`src/rtl/router_ingress_ctrl.sv`:
```
// rtl/router_ingress_ctrl.sv - router ingress FSM: header decode, FIFO write steering, parity check, counters
module router_ingress_ctrl #(
   parameter int CNT_W = 8
) (
   input  logic             clock,
   input  logic             resetn,
   input  logic             pkt_valid,
   input  logic [7:0]       data_in,
   input  logic [2:0]       fifo_full,
   input  logic [2:0]       fifo_empty,
   input  logic [2:0]       soft_reset,
   output logic             busy,
   output logic [7:0]       data_out,
   output logic [2:0]       write_enb,
   output logic             lfd_state,
   output logic             parity_err,
   output logic             err_valid,
   output logic [CNT_W-1:0] pkt_count,
   output logic [CNT_W-1:0] err_count,
   output logic             dropped
);

   typedef enum logic [2:0] {
      DECODE_ADDRESS  = 3'd0,
      WAIT_TILL_EMPTY = 3'd1,
      LOAD_FIRST_DATA = 3'd2,
      LOAD_DATA       = 3'd3,
      LOAD_PARITY     = 3'd4,
      CHECK_PARITY    = 3'd5
   } state_e;

   state_e           state_q, state_d;
   logic [7:0]       hdr_q, hdr_d;
   logic [1:0]       addr_q, addr_d;
   logic [5:0]       len_q, len_d;
   logic [7:0]       par_q, par_d;
   logic [7:0]       rx_par_q, rx_par_d;
   logic             parity_err_q, parity_err_d;
   logic             err_valid_q, err_valid_d;
   logic [CNT_W-1:0] pkt_count_q, pkt_count_d;
   logic [CNT_W-1:0] err_count_q, err_count_d;
   logic             dropped_q, dropped_d;

   logic [2:0]       sel;
   logic             full_s, empty_s, soft_s, hdr_empty;
   logic             soft_abort, accept;

   // Per-FIFO view of the latched destination, plus the empty flag of the incoming header's destination
   always_comb begin
      sel       = 3'b000;
      full_s    = 1'b0;
      empty_s   = 1'b0;
      soft_s    = 1'b0;
      hdr_empty = 1'b0;
      case (addr_q)
         2'd0: begin sel = 3'b001; full_s = fifo_full[0]; empty_s = fifo_empty[0]; soft_s = soft_reset[0]; end
         2'd1: begin sel = 3'b010; full_s = fifo_full[1]; empty_s = fifo_empty[1]; soft_s = soft_reset[1]; end
         2'd2: begin sel = 3'b100; full_s = fifo_full[2]; empty_s = fifo_empty[2]; soft_s = soft_reset[2]; end
         default: ;
      endcase
      case (data_in[1:0])
         2'd0:    hdr_empty = fifo_empty[0];
         2'd1:    hdr_empty = fifo_empty[1];
         2'd2:    hdr_empty = fifo_empty[2];
         default: hdr_empty = 1'b0;
      endcase
   end

   // A soft reset only matters once a packet has been bound to a FIFO
   assign soft_abort = soft_s && (state_q != DECODE_ADDRESS);
   assign accept     = pkt_valid && !busy;

   // State register
   always_ff @(posedge clock or negedge resetn) begin
      if (!resetn) state_q <= DECODE_ADDRESS;
      else         state_q <= state_d;
   end

   // Next-state logic; a soft reset on the bound FIFO abandons the packet from any state
   always_comb begin
      state_d = state_q;
      case (state_q)
         DECODE_ADDRESS:
            if (pkt_valid && (data_in[1:0] != 2'd3))
               state_d = hdr_empty ? LOAD_FIRST_DATA : WAIT_TILL_EMPTY;
         WAIT_TILL_EMPTY:
            if (empty_s) state_d = LOAD_FIRST_DATA;
         LOAD_FIRST_DATA:
            state_d = (len_q == 6'd0) ? LOAD_PARITY : LOAD_DATA;
         LOAD_DATA:
            if (accept && (len_q == 6'd1)) state_d = LOAD_PARITY;
         LOAD_PARITY:
            if (accept) state_d = CHECK_PARITY;
         CHECK_PARITY:
            state_d = DECODE_ADDRESS;
         default:
            state_d = DECODE_ADDRESS;
      endcase
      if (soft_abort) state_d = DECODE_ADDRESS;
   end

   // Output logic: source backpressure and FIFO write steering, never writing into a full FIFO
   always_comb begin
      busy      = 1'b0;
      write_enb = 3'b000;
      lfd_state = 1'b0;
      data_out  = 8'h00;
      case (state_q)
         WAIT_TILL_EMPTY: busy = 1'b1;
         LOAD_FIRST_DATA: begin
            busy      = 1'b1;
            lfd_state = 1'b1;
            data_out  = hdr_q;
            if (!full_s && !soft_abort) write_enb = sel;
         end
         LOAD_DATA, LOAD_PARITY: begin
            busy     = full_s;
            data_out = data_in;
            if (pkt_valid && !full_s && !soft_abort) write_enb = sel;
         end
         CHECK_PARITY: busy = 1'b1;
         default: ;
      endcase
   end

   // Datapath next-state: header capture, running parity, length countdown, check result and counters
   always_comb begin
      hdr_d        = hdr_q;
      addr_d       = addr_q;
      len_d        = len_q;
      par_d        = par_q;
      rx_par_d     = rx_par_q;
      parity_err_d = parity_err_q;
      err_valid_d  = 1'b0;
      pkt_count_d  = pkt_count_q;
      err_count_d  = err_count_q;
      dropped_d    = 1'b0;
      if (!soft_abort) begin
         case (state_q)
            DECODE_ADDRESS:
               if (pkt_valid) begin
                  if (data_in[1:0] == 2'd3) begin
                     dropped_d = 1'b1;
                  end else begin
                     hdr_d  = data_in;
                     addr_d = data_in[1:0];
                     len_d  = data_in[7:2];
                  end
               end
            LOAD_FIRST_DATA: par_d = hdr_q;
            LOAD_DATA:
               if (accept) begin
                  par_d = par_q ^ data_in;
                  len_d = len_q - 6'd1;
               end
            LOAD_PARITY:
               if (accept) rx_par_d = data_in;
            CHECK_PARITY: begin
               parity_err_d = (rx_par_q != par_q);
               err_valid_d  = 1'b1;
               pkt_count_d  = pkt_count_q + CNT_W'(1);
               if (rx_par_q != par_q) err_count_d = err_count_q + CNT_W'(1);
            end
            default: ;
         endcase
      end
   end

   // Datapath registers
   always_ff @(posedge clock or negedge resetn) begin
      if (!resetn) begin
         hdr_q        <= 8'h00;
         addr_q       <= 2'd0;
         len_q        <= 6'd0;
         par_q        <= 8'h00;
         rx_par_q     <= 8'h00;
         parity_err_q <= 1'b0;
         err_valid_q  <= 1'b0;
         pkt_count_q  <= '0;
         err_count_q  <= '0;
         dropped_q    <= 1'b0;
      end else begin
         hdr_q        <= hdr_d;
         addr_q       <= addr_d;
         len_q        <= len_d;
         par_q        <= par_d;
         rx_par_q     <= rx_par_d;
         parity_err_q <= parity_err_d;
         err_valid_q  <= err_valid_d;
         pkt_count_q  <= pkt_count_d;
         err_count_q  <= err_count_d;
         dropped_q    <= dropped_d;
      end
   end

   assign parity_err = parity_err_q;
   assign err_valid  = err_valid_q;
   assign pkt_count  = pkt_count_q;
   assign err_count  = err_count_q;
   assign dropped    = dropped_q;

endmodule

```
`config.mk`:
```
export PLATFORM = sky130hd
export DESIGN_NAME = router_ingress_ctrl
export DESIGN_NICKNAME = d
export VERILOG_FILES = /design/src/rtl/router_ingress_ctrl.sv
export SDC_FILE = /design/constraint.sdc
export NUM_CORES = 1
export LEC_CHECK = 0
export ABC_AREA = 1
export CORE_MARGIN = 3
export CORE_UTILIZATION = 54
export DETAILED_ROUTE_END_ITERATION = 7
export GPL_TIMING_DRIVEN = 0
export PLACE_DENSITY = 0.87
export RECOVER_POWER = 25
export SLEW_MARGIN = 0
export SYNTH_ARGS = -nofsm -noshare
export SYNTH_HDL_FRONTEND = slang
export SYNTH_SLANG_ARGS = --single-unit
```
`constraint.sdc`:
```
create_clock -name clock -period 1.9 [get_ports clock]
set_input_delay 0.285 -clock clock [delete_from_list [all_inputs] [get_ports clock]]
set_output_delay 0.285 -clock clock [all_outputs]
set_load 0.02 [all_outputs]
```
==> summary.txt <==
Timing
  – Worst slew margin: 12.2%
  – Final min period: around 2.1 ns
  – Slew at the pin closest to its max-slew limit: approximately 1.3 ns
  – Worst setup margin: -0.201 ns
  – Finish-stage setup viols: 11
  – Fin Hold WS: approximately 0.48 ns
  – Max Fclk: 476 MHz
  – Max Slew Vio Count: 0
  – Fin crit share: 111%
  – Setup TNS after final layout: -1.32 ns
  – RSZ-0062 raised after global routing: yes
  – Clock skew: ~0.015 ns
  – Hold Violations, Final: 0

Power
  – Switching power of the nets: about 3 mW
  – Total chip power: around 6.0 mW
  – Clock power frac: about 12%
  – Net Sw Frac: approximately 49%
  – Int Power: ~3 mW
  – Max VDD drop: 0.922 mV
  – Comb power frac: 57.0%
  – Pleak: around 2.1 nW
  – Reg power frac: 31.4%
  – Pwr dens: between 1000 and 1500 mW/mm2

Drt
  – ANT nets after route: 0
  – WL/cell: 17.3 um
  – Remaining DRCs: 0
  – DR vias/cell: 5.82
  – Via count of the routed design: between 3,000 and 4,000
  – Final wirelength: between 9 and 10 mm
  – 1st-pass router iterations: 7
  – DR iter-0 viols: 403

Setup path
  – WP data required: about 1.6 ns
  – Critical Setup Path Class: reg -> out
  – Slack of the worst reg-to-reg path: 0.08 ns
  – Maximum fanout along the worst path: 5
  – Data arrival, critical path: 1.82 ns
  – Worst setup SP type: register
  – Setup crit end kind: output port

Synth
  – Synth warn: 0
  – Post-synth top area cell: dfrtp_1
  – Synth Area in XOR/XNOR: 8.41%
  – Post-synthesis instance total: 401
  – Post-synth EDFFs: 0
  – Top_reg_cell synth: dfrtp_1
  – Yosys cell types: 28
  – Post-synth ARST share: between 90% and 100%
  – Synth Area in Compound Gates: under 10%
  – Largest family of logic cells by synthesized area: simple AND/OR/NAND/NOR gates
  – Top post-synthesis cells by area: dfrtp_1, nand2_1, nand3_1, xnor2_1, o21ai_0
  – Post-synthesis mux area share: 0%
  – Synthesized net count: 426
  – Post-synthesis sequential area ratio: about two fifths
  – Syn avg cell area: slightly below 8 um2
  – Mapped cell area: between 0.003 and 0.004 mm2
  – Synth Area in Adders: 2.00%
  – #FFs+latches synth: between 50 and 60
  – Synth Area in Simple Gates: a little over a third
  – Post-synth top area share: a little over two fifths

Die
  – Top-level port count: 52
  – Row count: 27
  – Die Wd: 82.1 um
  – Starting Density: 56.4%
  – Full die area: just under 0.007 mm2
  – Die Ht: 82.1 um
  – Core area: roughly 0.0055 mm2

Final layout
  – Final #Nets: roughly 500
  – Area growth from synthesis to layout: 32.1%
  – Antenna fix cells: 0
  – Share of cells above drive strength 1: 20.3%
  – Commonest non-fill, non-tap cell in the layout: nand2_1
  – Filler Cell Count: roughly 370
  – Most frequent cells in the layout: nand2_1, dfrtp_1, nand3_1, clkdlybuf4s50_1, inv_1

Hold path
  – Type of the worst min-delay path: reg -> reg

CTS
  – CTS clk-pin slew, worst paths: 0.10 ns
  – # clock sinks: 52
  – CTS buffer count: 5
  – CTS Buffer Depth: 2
  – Root Buffer: clkbuf_8
  – H-tree depth: 2
  – Worst-skew pair later-pin latency: around 0.33 ns
  – CTS tree: built

Global routing
  – Initial antenna violation count: 0
  – Gr usage total: between 20% and 30%
  – Number of global-route vias before repair: 2,901
  – Grt total ovfl: 0
  – Largest net degree at the start of global routing: 31
  – First-pass GRT wire length: around 14 mm

Place
  – Pre-CTS WS: -0.503 ns
  – GP Congestion: about 0.86
  – DPL Wire Length: ~6 mm
  – Input/output buffers: 51

Run
  – Max cap viols: 0

Outcome
  – Failing checks: setup timing
  – Status: finished, violations left
-- metrics by stage --
step                      util (%)  instance area (um2)  cells
after floorplan                  -                 3120    401
after global placement        67.2                 3720    524
after detailed placement      67.5                 3740    525
after CTS                     72.0                 3990    543
after global routing          74.5                 4130    550
final                         74.5                 4130    550
-- critical path, stage by stage (launching register included) --
cell and delay, ns:
dfrtp_2 0.47, nor2_4 0.18, nand2_4 0.10, nand2_8 0.11, nand2_4 0.06, a21oi_4 0.15, nand2_4 0.10, nor3_4 0.18
buf_6 0.14
-- repair_timing --
item                                   in CTS  in global routing
hold buffers                                1                  0
resized for setup                          91                 23
setup endpoints to repair                  13                 14
endpoints found under the hold margin      22                  0
pin swaps                                   1                  1
buffers inserted                           10                  7
-- power by group through the flow --
stage	combinational [mW]	sequential, mW	clock (mW)
final	3.44	1.89	0.700
after global routing	3.72	1.94	0.737
after CTS	3.05	1.87	0.694
after detailed placement	2.83	1.88	0
after global placement	2.73	1.86	0
after floorplan	1.96	1.87	0
-- cells in the mapped netlist, types with 3 or more instances --
master    count
nor2_2        5
xnor2_1      18
nand3_2       4
ha_1          5
nand2_4       3
inv_1        30
o22ai_1       6
dfrtp_1      52
nor3_1        4
xor2_1       12
nand3_1      40
nor2_1       20
inv_2         9
clkbuf_1      3
o21ai_0      27
nand2_1     129
nand4_1      11
nand2_2      10
-- routing by layer --
layer / vias up / GRT usage (%) / share of wire (%)
li1: 1436 / - / -
met1: 1520 / 32.7 / 38
met2: 195 / 45.2 / 50
met3: 52 / 5.15 / 7.0
met4: 0 / 13.1 / 4.9
met5: - / 0 / 0
-- final timing paths --
path | from | to | cells after the start
worst max-delay path | state_q[0]$_DFFE_PN0P_ | write_enb[0] | 8
worst min-delay path | len_q[5]$_DFFE_PN0P_ | len_q[5]$_DFFE_PN0P_ | 2
worst max register to register | par_q[5]$_DFFE_PN0P_ | err_count[2]$_DFFE_PN0P_ | 6
worst min register to register | len_q[5]$_DFFE_PN0P_ | len_q[5]$_DFFE_PN0P_ | 2
max in group asynchronous | resetn | par_q[4]$_DFFE_PN0P_ | 3
min in group asynchronous | resetn | err_count[7]$_DFFE_PN0P_ | 2
-- layout make-up --
type,count,area (um2),share of cell area (%)
Clock inverter,3,26.3,0.637
Multi-Input combinational cell,302,1770,43.0
Buffer,6,48.8,1.18
Sequential cell,52,1310,31.7
Tap cell,72,90.1,2.18
Timing Repair Buffer,70,646,15.6
Inverter,40,166,4.03
Clock buffer,5,68.8,1.67
-- sequential cells by signal, summed over array words and instances, names as in the netlist --
register,count
err_count,8
hdr_q,8
par_q,8
pkt_count,8
rx_par_q,8
len_q,6
state_q,3
dropped,1
err_valid,1
parity_err,1
-- logic make-up (layout without fill, tap and decap cells) --
logic type               Yosys count  in the layout
flip-flops                        52             52
buffers and inverters             47            124
adder cells (fa/ha/maj)            5              5
XOR/XNOR                          30             30
AO/OA/AOI/OAI                     35             35
AND/OR/NAND/NOR                  232            232
(Power assumes the default switching activity.)
